$ cat src/rtl/seven_seg_pkg.sv
// Shared definitions for the 4-digit active-low 7-segment display path:
// cathode patterns, anode codes, capture FSM state and anode classification.
package seven_seg_pkg;

    // Cathode patterns for nibbles 0..F, active-low, bit 6 = a ... bit 0 = g.
    localparam logic [6:0] SEG_TABLE [16] = '{
        7'b0000001, 7'b1001111, 7'b0010010, 7'b0000110,
        7'b1001100, 7'b0100100, 7'b0100000, 7'b0001111,
        7'b0000000, 7'b0000100, 7'b0001000, 7'b1100000,
        7'b0110001, 7'b1000010, 7'b0110000, 7'b0111000
    };

    // Anode code that selects digit k (exactly one bit low).
    localparam logic [3:0] AN_DIGIT [4] = '{4'b1110, 4'b1101, 4'b1011, 4'b0111};

    typedef enum logic [1:0] {
        BLANK    = 2'd0,
        SETTLING = 2'd1,
        HELD     = 2'd2
    } state_e;

    typedef struct packed {
        logic       valid;
        logic [1:0] idx;
    } an_info_t;

    // Anything other than a single low bit (all high, or several low) is blank.
    function automatic an_info_t an_classify(input logic [3:0] an);
        an_info_t info;
        info = '0;
        for (int k = 0; k < 4; k++) begin
            if (an == AN_DIGIT[k]) begin
                info.valid = 1'b1;
                info.idx   = 2'(k);
            end
        end
        return info;
    endfunction

endpackage

$ cat src/rtl/seven_seg_pattern_decode.sv
// Combinational reverse lookup of an active-low cathode pattern to its nibble;
// hit_o is low when the pattern is not one of the sixteen hex glyphs.
module seven_seg_pattern_decode
    import seven_seg_pkg::*;
(
    input  logic [6:0] seg_i,
    output logic       hit_o,
    output logic [3:0] nibble_o
);

    always_comb begin
        hit_o    = 1'b0;
        nibble_o = 4'h0;
        for (int i = 0; i < 16; i++) begin
            if (seg_i == SEG_TABLE[i]) begin
                hit_o    = 1'b1;
                nibble_o = 4'(i);
            end
        end
    end

endmodule

$ cat src/rtl/seven_seg_capture.sv
// Watches a multiplexed active-low anode/cathode bus, samples each digit once
// it has been stable for SETTLE cycles and assembles the four nibbles into a frame.
module seven_seg_capture
    import seven_seg_pkg::*;
#(
    parameter int SETTLE  = 4,
    parameter int TIMEOUT = 65535
) (
    input  logic        clk,
    input  logic        rst,
    input  logic [6:0]  seg,
    input  logic [3:0]  an,
    output logic [15:0] value,
    output logic        frame_valid,
    output logic [3:0]  digit_mask,
    output logic        pattern_err,
    output logic        stale,
    output logic [1:0]  dbg_state
);

    localparam int CW = $clog2(SETTLE + 1);
    localparam int TW = $clog2(TIMEOUT + 1);

    state_e          state_q, state_d;
    logic [CW-1:0]   cnt_q, cnt_d;
    logic [3:0]      an_prev_q;
    logic [6:0]      seg_prev_q;
    logic [15:0]     shadow_q, shadow_d;
    logic [15:0]     value_q, value_d;
    logic [3:0]      mask_q, mask_d;
    logic            fv_q, fv_d;
    logic            err_q, err_d;
    logic [TW-1:0]   tmo_q, tmo_d;

    an_info_t        an_info;
    logic            same;
    logic            sample;
    logic            dec_hit;
    logic [3:0]      dec_nibble;
    logic [3:0]      mask_set;
    logic [15:0]     shadow_upd;

    seven_seg_pattern_decode u_decode (
        .seg_i    (seg),
        .hit_o    (dec_hit),
        .nibble_o (dec_nibble)
    );

    // Dwell FSM: the sample fires on the edge where the stable count reaches SETTLE.
    always_comb begin
        state_d = state_q;
        cnt_d   = cnt_q;
        sample  = 1'b0;
        an_info = an_classify(an);
        same    = (an == an_prev_q) && (seg == seg_prev_q);

        case (state_q)
            BLANK: begin
                if (an_info.valid) begin
                    state_d = SETTLING;
                    cnt_d   = CW'(1);
                end
            end
            SETTLING, HELD: begin
                if (!same) begin
                    if (an_info.valid) begin
                        state_d = SETTLING;
                        cnt_d   = CW'(1);
                    end else begin
                        state_d = BLANK;
                        cnt_d   = '0;
                    end
                end else if (state_q == SETTLING) begin
                    cnt_d = cnt_q + CW'(1);
                end
            end
            default: begin
                state_d = BLANK;
                cnt_d   = '0;
            end
        endcase

        if (state_d == SETTLING && cnt_d == CW'(SETTLE)) begin
            sample  = 1'b1;
            state_d = HELD;
        end
    end

    // Frame assembly and staleness tracking.
    always_comb begin
        shadow_d   = shadow_q;
        mask_d     = mask_q;
        value_d    = value_q;
        fv_d       = 1'b0;
        err_d      = 1'b0;
        tmo_d      = (tmo_q == TW'(TIMEOUT)) ? tmo_q : tmo_q + TW'(1);
        mask_set   = mask_q | (4'b0001 << an_info.idx);
        shadow_upd = shadow_q;
        shadow_upd[{an_info.idx, 2'b00} +: 4] = dec_nibble;

        if (sample) begin
            if (dec_hit) begin
                shadow_d = shadow_upd;
                if (mask_set == 4'b1111) begin
                    value_d = shadow_upd;
                    fv_d    = 1'b1;
                    mask_d  = 4'b0000;
                    tmo_d   = '0;
                end else begin
                    mask_d  = mask_set;
                end
            end else begin
                err_d = 1'b1;
            end
        end
    end

    always_ff @(posedge clk) begin
        if (rst) begin
            state_q    <= BLANK;
            cnt_q      <= '0;
            an_prev_q  <= 4'hF;
            seg_prev_q <= 7'h7F;
            shadow_q   <= '0;
            mask_q     <= '0;
            value_q    <= '0;
            fv_q       <= 1'b0;
            err_q      <= 1'b0;
            tmo_q      <= '0;
        end else begin
            state_q    <= state_d;
            cnt_q      <= cnt_d;
            an_prev_q  <= an;
            seg_prev_q <= seg;
            shadow_q   <= shadow_d;
            mask_q     <= mask_d;
            value_q    <= value_d;
            fv_q       <= fv_d;
            err_q      <= err_d;
            tmo_q      <= tmo_d;
        end
    end

    assign value       = value_q;
    assign frame_valid = fv_q;
    assign digit_mask  = mask_q;
    assign pattern_err = err_q;
    assign stale       = (tmo_q == TW'(TIMEOUT));
    assign dbg_state   = state_q;

endmodule
$ cat config.mk
export PLATFORM = sky130hd
export DESIGN_NAME = seven_seg_capture
export DESIGN_NICKNAME = d
export VERILOG_FILES = /design/src/rtl/seven_seg_pkg.sv /design/src/rtl/seven_seg_pattern_decode.sv /design/src/rtl/seven_seg_capture.sv
export SDC_FILE = /design/constraint.sdc
export NUM_CORES = 1
export LEC_CHECK = 0
export CORE_MARGIN = 5
export CORE_UTILIZATION = 35
export CTS_BUF_LIST = sky130_fd_sc_hd__clkbuf_4
export CTS_CLUSTER_SIZE = 40
export DETAILED_ROUTE_END_ITERATION = 8
export REMOVE_ABC_BUFFERS = 1
export SLEW_MARGIN = 5
export SYNTH_ARGS = -nofsm -noshare
export SYNTH_HDL_FRONTEND = slang
export SYNTH_SLANG_ARGS = --single-unit
export TNS_END_PERCENT = 5
$ cat constraint.sdc
create_clock -name clk -period 2.8 [get_ports clk]
set_input_delay 0.28 -clock clk [delete_from_list [all_inputs] [get_ports clk]]
set_output_delay 0.28 -clock clk [all_outputs]
set_load 0.05 [all_outputs]
* Word level (Yosys, flattened, before mapping)
Cells that the tools add are included.
** Operators by class
- Shifts and indexed selects :: 3
- Mux-type cells :: 54
- Reduce and logical (&&, ||, !) cells :: 10
- Bitwise operators :: 3
- Equality and inequality tests :: 27
- Add/sub/neg operators :: 3
** Operators by type and width (count)
- two-way mux 16 bit :: 4
- two-way mux 4 bit :: 9
- equality test 7 x 6 -> 1 bit, second input constant :: 5
- two-way mux 3 bit :: 11
- equality test 7 bit, second input constant :: 4
- two-way mux 1 bit :: 22
- adder 16 x 1 -> 16 bit, second input constant :: 1
- bitwise mux 16 bit :: 1
- equality test 16 bit, second input constant :: 1
- equality test 4 bit, second input constant :: 4
- variable shift 4 x 6 -> 16 bit, first input constant :: 1
- variable part select 4 x 6 -> 16 bit :: 1
- equality test 7 x 3 -> 1 bit, second input constant :: 2
- equality test 7 x 4 -> 1 bit, second input constant :: 2
- two-way mux 2 bit :: 5
- equality test 7 x 1 -> 1 bit, second input constant :: 1
- equality test 7 x 5 -> 1 bit, second input constant :: 1
- equality test 7 bit :: 1
- logical NOT 7 bit :: 1
- negator 4 -> 6 bit :: 1
- one-hot mux 3 bit (2 select lines) :: 1
- OR reduction 2 bit :: 3
- equality test 2 x 1 -> 1 bit, second input constant :: 2
- equality test 4 x 3 -> 1 bit, second input constant :: 1
- 13 further kinds :: 15
** Storage, ports and cells
- Input bits :: 13
- Output and inout port bits :: 25
- Register bits after elaboration :: 70
- Word-level logic and storage cells :: 111

* Logic depth before layout (Yosys ltp)
Gate-level depths: netlist of the first run.
- Word-level depth :: 19
- Gate-level depth with buffers :: 11
- Gate-level depth less buffers :: 8

* By module
From an unflattened synthesis of the first run, not the netlist that was laid out.
** Second synthesis, totals
- Cell total of the unflattened synthesis :: 432
- Area total of the unflattened synthesis :: 3828.7 µm²
** By module, submodules not included
- seven_seg_capture :: area each 3440.8 µm², sequential area each 1401.3 µm², cells each 374, instances 1
- seven_seg_pattern_decode :: area each 387.9 µm², sequential area each 0.0 µm², cells each 58, instances 1

* Worst setup path after synthesis of the first run
No wires, ideal clock.
- Path kind :: register -> register
- Start :: register state_q[1] (netlist: dbg_state[1])
- End :: register value_q[10] (netlist: value[10])
- Buffers on the path :: 2
- Slack :: -0.005 ns
- Library setup time :: 0.122 ns
- Cell stages (with the launch flop) :: 10
- Arrival :: 2.683 ns
- Data required time :: 2.678 ns
- Clock period less this slack :: 2.805 ns
- Cells stage by stage :: dfxtp_1 > inv_1 > ha_1 > nand2_1 > or4_1 > a211o_1 > or3_1 > buf_6 > buf_12 > mux2i_1
** On the way
- Word-level cells in the longest chain between the ends :: 8
- Elaborated cells between the ends (all ways) :: 15
- Classes of those cells :: eq/ne: 4; mux: 7; reduce/logical: 4
** Ends and longest elaborated chain
- from (decl) :: line seven_seg_capture.sv:24 : state_e state_q, state_d;
- from (signal assigned) :: line seven_seg_capture.sv:131 : state_q <= state_d;
- equality test 2 x 1 -> 1 bit :: line seven_seg_capture.sv:57, seven_seg_capture.sv:73
- two-way mux 3 bit :: line seven_seg_capture.sv:73 : end else if (state_q == SETTLING) begin
- two-way mux 3 bit :: line seven_seg_capture.sv:65 : if (!same) begin
- one-hot mux 3 bit (2 select lines) :: line seven_seg_capture.sv:57 : case (state_q)
- equality test 3 bit :: line seven_seg_capture.sv:83 : if (state_d == SETTLING && cnt_d == CW'(SETTLE)) begin
- logical AND 1 bit * :: line seven_seg_capture.sv:83
- two-way mux 1 bit * :: line seven_seg_capture.sv:83
- AND reduction 3 bit (no line) *
- to (signal assigned) :: line seven_seg_capture.sv:137 : value_q <= value_d;
- to (decl) :: line seven_seg_capture.sv:29 : logic [15:0] value_q, value_d;
Mark *: on every way between the ends. The rest lies on a longest branch, timed or not.
A chain may end at the register's enable or synchronous reset.

* Worst setup path after layout of the first run
- Start :: input port an[0]
- End :: register tmo_q[2]
** On the way
- Word-level cells in the longest chain between the ends :: 12
- Elaborated cells between the ends (all ways) :: 28
- Classes of those cells :: eq/ne: 8; shift: 1; mux: 16; bitwise: 1; reduce/logical: 2
** Ends and longest elaborated chain
- from (decl) :: line seven_seg_capture.sv:12 : input logic [3:0] an,
- equality test 4 bit :: line seven_seg_pkg.sv:32 : if (an == AN_DIGIT[k]) begin
- two-way mux 3 bit (4 in a row) :: line seven_seg_pkg.sv:32
- two-way mux 1 bit :: line seven_seg_capture.sv:66 : if (an_info.valid) begin
- two-way mux 3 bit / two-way mux 2 bit (equally long branches) :: line seven_seg_capture.sv:65
- one-hot mux 3 bit (2 select lines) / one-hot mux 2 bit (2 select lines) (equally long branches) :: line seven_seg_capture.sv:57
- equality test 3 bit / equality test 2 x 1 -> 1 bit (equally long branches) :: line seven_seg_capture.sv:83
- logical AND 1 bit :: line seven_seg_capture.sv:83
- two-way mux 1 bit :: line seven_seg_capture.sv:83
- two-way mux 16 bit * :: line seven_seg_capture.sv:101 : if (sample) begin
- to (signal assigned) :: line seven_seg_capture.sv:140 : tmo_q <= tmo_d;
- to (decl) :: line seven_seg_capture.sv:33 : logic [TW-1:0] tmo_q, tmo_d;
Marked as above.

==> impl_metrics.py, run 1 <==
metrics = {
    "critical_path": {
        "reg2reg_to": "tmo_q[2]",
        "cpPeakStageDelay_ns": 0.50,
        "worstPathBufferInverterCount": 3,
        "cp_data_arrival_time_ns": 2.95,
        "worst-setup-path-type": "input pin to register",
        "worst_path_max_delay_cell": "sky130_fd_sc_hd__clkdlybuf4s50_1",
        "setup.reg_to_reg.worst_slack_ns": 0.20,
        "timing.critical_path.to_type": "register",
        "worst_path_dominant_cell_family": "compound AO/OA/AOI/OAI gates",
        "crit-reg2reg-launch": "dbg_state[1]",
        "path_cells": "clkdlybuf4s50_1 > and4b_2 > a311o_1 > o41a_1 > a311o_1 > buf_4 > o31ai_2 > buf_4 > nor3_1",
        "cp_data_required_time_ns": 3.09,
        "r2r.worst_path.cells": 9,
        "critPathMaxFanout": 16,
        "worst_setup_start_kind": "input pin",
    },
    "clock_tree": {
        "ctsLongestPathBuffers": 2,
        "tritoncts.num_buffers": 9,
        "clk_sinks": 70,
        "clock_tree.root_cell": "sky130_fd_sc_hd__clkbuf_4",
        "cts_resized": 0,
        "hold_buffers": 0,
        "cts-htree-levels": 3,
        "cts_tree": "yes",
        "clock_transition_time_at_the_flip_flop_clock_pins_of_the_worst_setup_and_hold_paths_ns": 0.14,
        "clock_latency_on_the_worst_skew_pair_ns": 0.43,
        "post-cts-setup-buffers": 0,
    },
    "cells_and_area": {
        "final-instance-count-excl-fill": 647,
        "final-seq-area_sq_um": 1401,
        "diodes_inserted": 0,
        "filler_cell_count": 1031,
        "finish.net_count": 524,
        "layout-drive-gt1-share_pct": 18.20,
        "multi_input_area_sq_um": 2088,
        "area_delta_synth_final_pct": 25.20,
    },
    "synth": {
        "yosys.cell_count.top_type": "sky130_fd_sc_hd__dfxtp_1",
        "postSynth.asyncResetShare_pct": 0,
        "dominant_combinational_cell_family_by_area_after_synthesis": "simple AND/OR/NAND/NOR gates",
        "synth-edff-count": 0,
        "synth_top_area_share_pct": 37.43,
        "post_synth_instance_area_sq_um": 3744,
        "synthTopCellsByArea": "sky130_fd_sc_hd__dfxtp_1, sky130_fd_sc_hd__mux2i_1, sky130_fd_sc_hd__nand2_1",
        "synth-warning-count": 0,
        "ys_dominant_reg_cell": "sky130_fd_sc_hd__dfxtp_1",
        "synth_seq_cells": 70,
        "ys_seq_area_share_pct": 37.43,
        "count_of_different_cell_masters_after_synthesis": 59,
        "adder_cell_fraction_of_synth_area_pct": 1.671,
        "muxShareOfSynthArea_pct": 9.358,
        "yosys.area_share.simple_pct": 23.93,
        "commonest_cells_in_the_netlist": "sky130_fd_sc_hd__dfxtp_1, sky130_fd_sc_hd__nand2_1, sky130_fd_sc_hd__mux2i_1, sky130_fd_sc_hd__nor2_1, sky130_fd_sc_hd__nand3_1",
        "post_synth_inst_count": 431,
        "synth-xor-area-share_pct": 6.083,
        "synth_area_leader_cell": "sky130_fd_sc_hd__dfxtp_1",
        "synth_compound_gate_area_share_pct": 14.61,
        "synthesis.area_per_instance_sq_um": 8.686,
    },
    "min_path": {
        "worstHoldStart": "value[9]",
        "holdPathStages": 2,
        "holdPathEnd": "value[9]",
        "holdCritPathClass": "register to register",
    },
    "detailed_routing": {
        "totalWireLength_mm": 9.019,
        "num_vias": 3336,
        "detail_route.vias_per_cell": 5.156,
        "antenna_viol_nets_final": 0,
        "drt-initial-drc-count": 262,
        "firstDrtPassIters": 4,
        "routed_wire_length_per_instance_um": 13.94,
        "remaining_drc_errors": 0,
    },
    "run": {
        "max_cap_viol_count": 0,
    },
    "pwr": {
        "leakagePower_nw": 1.897,
        "irDropWorstVdd_mv": 0.2291,
        "pwr_density_cell_nw_per_um2": 409.1,
        "p_total_mw": 1.918,
    },
    "sta": {
        "time_the_worst_path_needs_with_i_o_delays_and_setup_ns": 2.654,
        "setup_viol": 0,
        "min_period_over_period_pct": 94.78,
        "final.setup_skew_ns": 0.02036,
        "fmax_ghz": 0.3768,
        "setup_repair_after_global_routing_missed_its_margin": "no",
        "fin_setup_tns_ns": 0,
        "final_critical_path_setup_slack_ns": 0.1461,
        "timing.final.hold_violations": 0,
        "drv_slew": 0,
        "tightestPinTransition_ns": 0.5765,
        "timing.max_slew.rel_slack_pct": 61.40,
    },
    "die": {
        "dieHeight_um": 113.4,
        "io_pins": 38,
        "fp.coreArea_sq_um": 10370,
        "initial_utilization_pct": 36.10,
        "chipWidth_um": 113.4,
        "dieArea_sq_um": 12860,
        "rows": 37,
    },
    "global_route": {
        "grt_pass1_wl_mm": 15.15,
        "most_used_routing_layer": "met2",
        "grt_util_met3_pct": 3.820,
        "global_route.usage.met1_pct": 18.56,
        "antenna_violations_before_repair": 0,
        "number_of_global_route_vias_before_repair": 3168,
        "grt_use_total_pct": 14.33,
        "grt_util_met2_pct": 23.82,
        "overflow": 0,
        "grt_max_degree": 50,
    },
    "placed_design": {
        "dp_slack_ns": -0.2913,
        "numPortBuffers": 37,
        "dp_hpwl_mm": 6.714,
        "dpl.cell_count": 631,
        "place_congestion": 0.8758,
    },
    "run_status": {
        "outcome": "finished clean",
    },
}
[stage by stage]
step / instance area (sq um) / util, % / hold slack, ns
CTS: 4687 / 45.20 / 0.4699
floorplan: 3537 / - / 0.3491
detailed placement: 4556 / 43.93 / 0.4518
global route: 4687 / 45.20 / 0.4908
global placement: 4556 / 43.93 / 0.4446
finish: 4687 / 45.20 / 0.4668
[worst max path at each step]
stage	start	slack (ns)	end	depth (start not counted)
after detailed placement	an[0]	-0.29	tmo_q[2]	9
final	an[0]	0.15	tmo_q[2]	9
after floorplan	dbg_state[1]	-0.67	tmo_q[2]	7
after global routing	dbg_state[1]	0.05	tmo_q[2]	9
after global placement	an[3]	-0.23	tmo_q[2]	9
after CTS	an[0]	0.16	tmo_q[2]	9
[power breakdown]
group          total, mW  switching, mW  internal (mW)
registers           1.02         0.0115           1.01
logic              0.272          0.143          0.129
clock network      0.623          0.422          0.202
total               1.92          0.576           1.34
[cell families after synthesis]
logic type / count (synthesis)
AOI/OAI and AO/OA: 75
xor gates and xnor gates: 26
adders and majority gates: 5
buffers and inverters: 47
DFF: 70
muxes: 35
and+or+nand+nor: 173
[worst register-to-register path: cells and delay by family, from the launching register on]
family	cells	cell delay, ns
flip-flops	1	0.41
adder cells (fa/ha/maj)	1	0.28
XOR/XNOR	1	0.29
buffers and inverters	3	0.54
AND/OR/NAND/NOR	2	0.23
AO/OA/AOI/OAI	2	0.72
[sequential cells by signal, summed over array words and instances (netlist names)]
name,count
pattern_err,1
seg_prev_q,7
frame_valid,1
dbg_state,2
cnt_q,3
tmo_q,16
value,16
an_prev_q,4
digit_mask,4
shadow_q,16
[cell usage in the layout, fill, tap and decap left out, types with 3 or more instances in the layout]
master                             n
sky130_fd_sc_hd__or2_2             9
sky130_fd_sc_hd__nand4_1          12
sky130_fd_sc_hd__o211ai_1         17
sky130_fd_sc_hd__nor4_1            4
sky130_fd_sc_hd__xnor2_1          17
sky130_fd_sc_hd__nand3_1          26
sky130_fd_sc_hd__a211o_1           3
sky130_fd_sc_hd__nand3b_1          5
sky130_fd_sc_hd__clkbuf_4          9
sky130_fd_sc_hd__nor2_1           27
sky130_fd_sc_hd__clkdlybuf4s50_1  36
sky130_fd_sc_hd__and4_1            5
sky130_fd_sc_hd__o21ai_0          11
sky130_fd_sc_hd__ha_1              5
sky130_fd_sc_hd__a21boi_0          3
sky130_fd_sc_hd__xor2_1            9
sky130_fd_sc_hd__dfxtp_1          70
sky130_fd_sc_hd__o32a_1            3
sky130_fd_sc_hd__nand2b_1          6
sky130_fd_sc_hd__buf_4            59
sky130_fd_sc_hd__inv_1            13
sky130_fd_sc_hd__mux2i_1          35
sky130_fd_sc_hd__and3_1            4
sky130_fd_sc_hd__a21oi_1          13
sky130_fd_sc_hd__and2_1            3
sky130_fd_sc_hd__nand2_1          52
sky130_fd_sc_hd__a31oi_1           3
sky130_fd_sc_hd__a311oi_1          4
sky130_fd_sc_hd__nor3_1            6
[final cells by class]
type	count	area share [%]
sequential	70	29.90
inverter	14	1.121
multi-input combinational	314	44.55
clock inverter	7	1.361
clock buffer	9	1.442
timing repair buffer	97	17.99
tap	136	3.631
[routing by layer]
| metal | up-vias | part of all wire [%] |
|---|---|---|
| li1 | 1703 | - |
| met1 | 1545 | 47 |
| met2 | 73 | 47 |
| met3 | 15 | 4.3 |
| met4 | 0 | 1.6 |
| met5 | - | 0 |
Note: power is estimated with default switching activity, not from simulation.
==> run 2, diff against run 1 <==
--- a/config.mk
+++ b/config.mk
@@ -12,4 +12,5 @@
 export DETAILED_ROUTE_END_ITERATION = 8
 export REMOVE_ABC_BUFFERS = 1
+export SKIP_LAST_GASP = 1
 export SLEW_MARGIN = 5
 export SYNTH_ARGS = -nofsm -noshare
==> constraint.sdc (replaced) <==
create_clock -name clk -period 2.8 [get_ports clk]
set_input_delay 0.42 -clock clk [delete_from_list [all_inputs] [get_ports clk]]
set_output_delay 0.42 -clock clk [all_outputs]
set_load 0.05 [all_outputs]
==> impl_metrics.py, run 2 (same netlist as run 1, synthesis figures left out) <==
metrics = {
    "clock_tree": {
        "post-cts-setup-buffers": 0,
        "clock_transition_time_at_the_flip_flop_clock_pins_of_the_worst_setup_and_hold_paths_ns": 0.13,
        "cts-htree-levels": 3,
        "clock_latency_on_the_worst_skew_pair_ns": 0.42,
        "tritoncts.num_buffers": 9,
        "cts_tree": "yes",
        "clock_tree.root_cell": "sky130_fd_sc_hd__clkbuf_4",
        "ctsLongestPathBuffers": 2,
        "cts_resized": 1,
        "clk_sinks": 70,
        "hold_buffers": 0,
    },
    "pwr": {
        "net-switching-power_mw": 0.5551,
        "switching_share_pct": 26.85,
        "p_int_mw": 1.513,
        "leakagePower_nw": 1.940,
        "clkPwrFrac_pct": 37.4,
        "irDropWorstVdd_mv": 0.2340,
        "sequentialPowerShare_pct": 49.5,
        "pwr_density_cell_nw_per_um2": 434.0,
        "share_comb_of_total_power_pct": 13.1,
    },
    "global_route": {
        "number_of_global_route_vias_before_repair": 3160,
        "antenna_violations_before_repair": 0,
        "grt_pass1_wl_mm": 15.16,
        "grt_max_degree": 55,
        "overflow": 0,
        "grt_use_total_pct": 14.38,
    },
    "critical_path": {
        "worst_path_max_delay_cell": "sky130_fd_sc_hd__or4_1",
        "worst_setup_start_kind": "input pin",
        "timing.critical_path.to_type": "register",
        "setup.reg_to_reg.worst_slack_ns": 0.22,
        "cp_data_required_time_ns": 3.11,
        "path_cells": "clkdlybuf4s50_1 > buf_4 > xnor2_1 > nand4_1 > or4_1 > a211o_1 > or3_1 > buf_12 > mux2i_1",
        "cp_data_arrival_time_ns": 3.02,
        "critPathMaxFanout": 15,
        "worst-setup-path-type": "input pin to register",
        "cpPeakStageDelay_ns": 0.59,
    },
    "sta": {
        "fmax_ghz": 0.3694,
        "timing.final.hold_violations": 0,
        "time_the_worst_path_needs_with_i_o_delays_and_setup_ns": 2.707,
        "setup_repair_after_global_routing_missed_its_margin": "no",
        "fin_worst_hold_slack_ns": 0.4468,
        "timing.max_slew.rel_slack_pct": 62.31,
        "drv_slew": 0,
        "tightestPinTransition_ns": 0.5629,
        "min_period_over_period_pct": 96.69,
        "final.setup_skew_ns": 0.01481,
        "setup_viol": 0,
    },
    "run": {
        "max_cap_viol_count": 0,
    },
    "cells_and_area": {
        "layout-drive-gt1-share_pct": 18.87,
        "diodes_inserted": 0,
        "filler_cell_count": 1028,
        "mostFrequentLayoutCells": "sky130_fd_sc_hd__dfxtp_1, sky130_fd_sc_hd__buf_4, sky130_fd_sc_hd__nand2_1",
        "finish.net_count": 527,
        "area_delta_synth_final_pct": 27.27,
        "final-instance-count-excl-fill": 650,
        "mostFrequentLayoutCell": "sky130_fd_sc_hd__dfxtp_1",
    },
    "detailed_routing": {
        "detail_route.vias_per_cell": 5.088,
        "num_vias": 3307,
        "firstDrtPassIters": 4,
        "drt-initial-drc-count": 152,
        "antenna_viol_nets_final": 0,
        "totalWireLength_mm": 9.079,
        "routed_wire_length_per_instance_um": 13.97,
        "remaining_drc_errors": 0,
    },
    "die": {
        "chipWidth_um": 113.4,
        "rows": 37,
        "initial_utilization_pct": 36.10,
        "dieHeight_um": 113.4,
        "dieArea_sq_um": 12860,
        "fp.coreArea_sq_um": 10370,
        "io_pins": 38,
    },
    "placed_design": {
        "dp_hpwl_mm": 6.744,
        "place_congestion": 0.8761,
        "dpl.cell_count": 634,
        "numPortBuffers": 37,
    },
    "min_path": {
        "holdCritPathClass": "input pin to register",
    },
    "run_status": {
        "outcome": "finished clean",
    },
}
==> run 2: changes by cell type in the layout (fill, tap and decap cells not counted), sizes merged <==
| cell | change |
|---|---|
| dlymetal6s2s | +1 |
| bufinv | +2 |
| clkinv | -1 |
| buf | +3 |
| clkdlybuf4s50 | -1 |
| clkinvlp | -1 |
==> run 2: worst paths after layout <==
kind                                      to  cells after the start          from
worst max-delay path                value[4]                      9         an[2]
worst min-delay path            an_prev_q[0]                      4         an[0]
worst max register to register      value[4]                      8  dbg_state[0]
worst min register to register      value[7]                      2      value[7]
==> run 2: metal layers <==
layer	vias to the layer above	GRT usage, %	routed length [um]
li1	1702	-	-
met1	1538	18.34	4250
met2	54	24.29	4299
met3	13	3.501	361
met4	0	3.926	168
met5	-	0	0
==> run 2: final cells by class <==
cell class | count | area (sq um) | share of cell area (%)
Tap cell | 136 | 170.2 | 3.571
Multi-Input combinational cell | 314 | 2098 | 44.04
Timing Repair Buffer | 100 | 872.1 | 18.30
Clock inverter | 7 | 102.6 | 2.153
Inverter | 14 | 52.55 | 1.103
Clock buffer | 9 | 67.56 | 1.418
Sequential cell | 70 | 1401 | 29.41
==> run 2: power groups by stage <==
stage | Combinational, mW | Clock, mW | Sequential, mW
after floorplan | 0.128 | 0 | 1.05
after global placement | 0.263 | 0 | 1.04
after detailed placement | 0.267 | 0 | 1.04
after CTS | 0.269 | 0.792 | 1.02
after global routing | 0.297 | 0.836 | 1.02
final | 0.271 | 0.774 | 1.02
==> run 2: metrics by stage <==
stage / setup slack [ns] / cell area, sq um / setup TNS, ns / power [mW] / util, %
after floorplan: -0.6712 / 3537 / -14.51 / 1.175 / -
after global placement: -0.3491 / 4578 / -12.65 / 1.307 / 44.15
after detailed placement: -0.4458 / 4578 / -14.81 / 1.312 / 44.15
after CTS: 0.02327 / 4752 / 0 / 2.084 / 45.83
after global routing: 0.01195 / 4765 / 0 / 2.159 / 45.95
final: 0.09281 / 4765 / 0 / 2.068 / 45.95
==> run 2: worst max-delay path: cells and delay by family <==
family	cells	cell delay (ns)
XOR/XNOR	1	0.19
AO/OA/AOI/OAI	1	0.33
AND/OR/NAND/NOR	3	1.13
multiplexers	1	0.12
buffers and inverters	3	0.83
==> run 3, diff against run 2 <==
- SYNTH_HIERARCHICAL: not set -> 1
==> impl_metrics.py, run 3 <==
metrics = {
    "synth": {
        "commonest_cells_in_the_netlist": "sky130_fd_sc_hd__dfxtp_1, sky130_fd_sc_hd__nand2_1, sky130_fd_sc_hd__nor2_1, sky130_fd_sc_hd__nand2b_1, sky130_fd_sc_hd__mux2i_1",
        "synth-warning-count": 6,
        "synth_area_leader_cell": "sky130_fd_sc_hd__dfxtp_1",
        "synthTopCellsByArea": "sky130_fd_sc_hd__dfxtp_1, sky130_fd_sc_hd__mux2i_1, sky130_fd_sc_hd__nand2_1",
        "synth_top_area_share_pct": 36.60,
        "postSynth.asyncResetShare_pct": 0,
        "synth_seq_cells": 70,
        "ys_seq_area_share_pct": 36.60,
        "yosys.cell_count.top_type": "sky130_fd_sc_hd__dfxtp_1",
        "post_synth_inst_count": 432,
        "synth-edff-count": 0,
        "count_of_different_cell_masters_after_synthesis": 60,
        "post_synth_instance_area_sq_um": 3829,
        "synthesis.area_per_instance_sq_um": 8.863,
        "ys_dominant_reg_cell": "sky130_fd_sc_hd__dfxtp_1",
    },
    "placed_design": {
        "dpl.cell_count": 634,
        "dp_slack_ns": -0.4396,
        "numPortBuffers": 37,
        "place_congestion": 0.8371,
        "dp_hpwl_mm": 6.511,
    },
    "pwr": {
        "irDropWorstVdd_mv": 0.2626,
        "clkPwrFrac_pct": 29.7,
        "p_int_mw": 1.330,
        "share_comb_of_total_power_pct": 15.2,
        "p_total_mw": 1.854,
        "pwr_density_cell_nw_per_um2": 386.5,
        "switching_share_pct": 28.26,
        "net-switching-power_mw": 0.5238,
        "leakagePower_nw": 1.902,
        "sequentialPowerShare_pct": 55.1,
    },
    "critical_path": {
        "reg2reg_to": "value[11]",
        "critical_path.startpoint": "seg[3]",
        "cp_data_arrival_time_ns": 3.04,
        "cp_data_required_time_ns": 3.11,
        "timing.critical_path.to_type": "register",
        "r2r.worst_path.cells": 11,
        "worst_setup_start_kind": "input pin",
        "worst-setup-path-type": "input pin to register",
        "critical_path.endpoint": "value[1]",
        "crit-reg2reg-launch": "dbg_state[1]",
        "critPathMaxFanout": 16,
        "setup.reg_to_reg.worst_slack_ns": 0.20,
    },
    "cells_and_area": {
        "finish.net_count": 525,
        "layout-drive-gt1-share_pct": 22.46,
        "diodes_inserted": 0,
        "mostFrequentLayoutCells": "sky130_fd_sc_hd__dfxtp_1, sky130_fd_sc_hd__buf_4, sky130_fd_sc_hd__nand2_1",
        "mostFrequentLayoutCell": "sky130_fd_sc_hd__dfxtp_1",
        "area_delta_synth_final_pct": 25.26,
        "fin_util_pct": 44.44,
        "final-instance-count-excl-fill": 652,
    },
    "global_route": {
        "number_of_global_route_vias_before_repair": 3195,
        "grt_use_total_pct": 13.90,
        "overflow": 0,
        "grt_pass1_wl_mm": 14.80,
        "grt_max_degree": 55,
        "antenna_violations_before_repair": 0,
    },
    "detailed_routing": {
        "remaining_drc_errors": 0,
        "num_vias": 3210,
        "drt-initial-drc-count": 137,
        "routed_wire_length_per_instance_um": 13.44,
        "detail_route.vias_per_cell": 4.923,
        "antenna_viol_nets_final": 0,
        "firstDrtPassIters": 4,
        "totalWireLength_mm": 8.763,
    },
    "clock_tree": {
        "clock_tree.root_cell": "sky130_fd_sc_hd__clkbuf_4",
        "clock_latency_on_the_worst_skew_pair_ns": 0.42,
        "cts_tree": "yes",
        "cts-htree-levels": 3,
        "hold_buffers": 0,
        "tritoncts.num_buffers": 9,
        "clk_sinks": 70,
        "clock_transition_time_at_the_flip_flop_clock_pins_of_the_worst_setup_and_hold_paths_ns": 0.11,
        "ctsLongestPathBuffers": 2,
    },
    "sta": {
        "setup_repair_after_global_routing_missed_its_margin": "yes",
        "setup_viol": 0,
        "final.setup_skew_ns": 0.01783,
        "fin_setup_tns_ns": 0,
        "drv_slew": 0,
        "timing.max_slew.rel_slack_pct": 45.30,
        "fmax_ghz": 0.3656,
        "time_the_worst_path_needs_with_i_o_delays_and_setup_ns": 2.735,
        "tightestPinTransition_ns": 0.8205,
        "timing.final.hold_violations": 0,
        "min_period_over_period_pct": 97.69,
        "final_critical_path_setup_slack_ns": 0.06479,
    },
    "die": {
        "io_pins": 38,
        "initial_utilization_pct": 35.47,
        "chipWidth_um": 114.6,
        "dieHeight_um": 114.6,
        "rows": 38,
        "fp.coreArea_sq_um": 10790,
        "dieArea_sq_um": 13130,
    },
    "run": {
        "max_cap_viol_count": 0,
    },
    "min_path": {
        "holdCritPathClass": "register to register",
    },
    "run_status": {
        "outcome": "finished clean",
    },
}
[run 3: changes by cell type after synthesis, sizes merged, moves of 6 or more]
cell,before,now
a21oi,13,22
buf,11,17
clkbuf,18,8
mux2,0,16
mux2i,35,24
nand2,52,42
nand2b,6,25
nand3,26,11
nor2,27,35
nor2b,0,17
nor3,6,12
o211ai,17,1
[run 3: cell families after synthesis]
logic type | count (synthesis) | synth area share (%)
adders and majority gates | 5 | 1.634
AOI/OAI and AO/OA | 50 | 8.954
xor gates and xnor gates | 26 | 6.144
DFF | 70 | 36.60
muxes | 40 | 11.96
buffers and inverters | 38 | 4.967
and+or+nand+nor | 203 | 29.74
[run 3: repair_timing]
item,4_1_cts,5_1_grt
resized for setup,0,9
buffers inserted,0,2
setup endpoints to repair,0,53
[run 3: worst max-delay path: stages]
cell	delay [ns]
sky130_fd_sc_hd__clkdlybuf4s50_1	0.49
sky130_fd_sc_hd__buf_4	0.21
sky130_fd_sc_hd__and3b_2	0.21
sky130_fd_sc_hd__a21oi_1	0.14
sky130_fd_sc_hd__nor4_2	0.06
sky130_fd_sc_hd__or4_1	0.57
sky130_fd_sc_hd__inv_1	0.10
sky130_fd_sc_hd__a2111o_1	0.14
sky130_fd_sc_hd__nor3_2	0.07
sky130_fd_sc_hd__nand3_4	0.11
sky130_fd_sc_hd__buf_12	0.16
sky130_fd_sc_hd__mux2_2	0.35
[run 3: worst min path at each step]
| stage | startpoint | slack [ns] | endpoint | cells after the start |
|---|---|---|---|---|
| 3_3_place_gp | shadow_q[14] | 0.46 | shadow_q[14] | 2 |
| 3_5_place_dp | shadow_q[6] | 0.47 | shadow_q[6] | 2 |
| 2_1_floorplan | shadow_q[12] | 0.45 | shadow_q[12] | 2 |
| 5_1_grt | digit_mask[2] | 0.51 | digit_mask[2] | 2 |
| 6_report | shadow_q[11] | 0.49 | shadow_q[11] | 2 |
| 4_1_cts | digit_mask[2] | 0.49 | digit_mask[2] | 2 |
[run 3: area by class of cell]
class | instances | area (sq um)
inverters | 13 | 48.80
clock buffers | 10 | 75.07
well taps | 140 | 175.2
clock inverters | 6 | 38.79
multi-input cells | 324 | 2262
flip-flops and latches | 70 | 1403
fillers | 1059 | 5997
repair buffers | 89 | 793.3
[run 3: power groups by stage]
stage | clock network, mW | registers, mW | logic [mW]
floorplan | 0 | 1.05 | 0.127
global placement | 0 | 1.04 | 0.276
detailed placement | 0 | 1.04 | 0.277
CTS | 0.577 | 1.02 | 0.279
global route | 0.619 | 1.02 | 0.311
finish | 0.551 | 1.02 | 0.282
[run 3: stage by stage]
stage / instance area (sq um) / hold WS, ns
finish: 4796 / 0.4859
global route: 4796 / 0.5125
global placement: 4638 / 0.4615
CTS: 4752 / 0.4900
floorplan: 3687 / 0.4483
detailed placement: 4638 / 0.4730
[run 3: per-layer routing]
| layer | track usage (%) | part of all wire (%) |
|---|---|---|
| met1 | 18.00 | 48 |
| met2 | 22.97 | 46 |
| met3 | 2.748 | 4.0 |
| met4 | 4.830 | 1.7 |
| met5 | 0 | 0 |
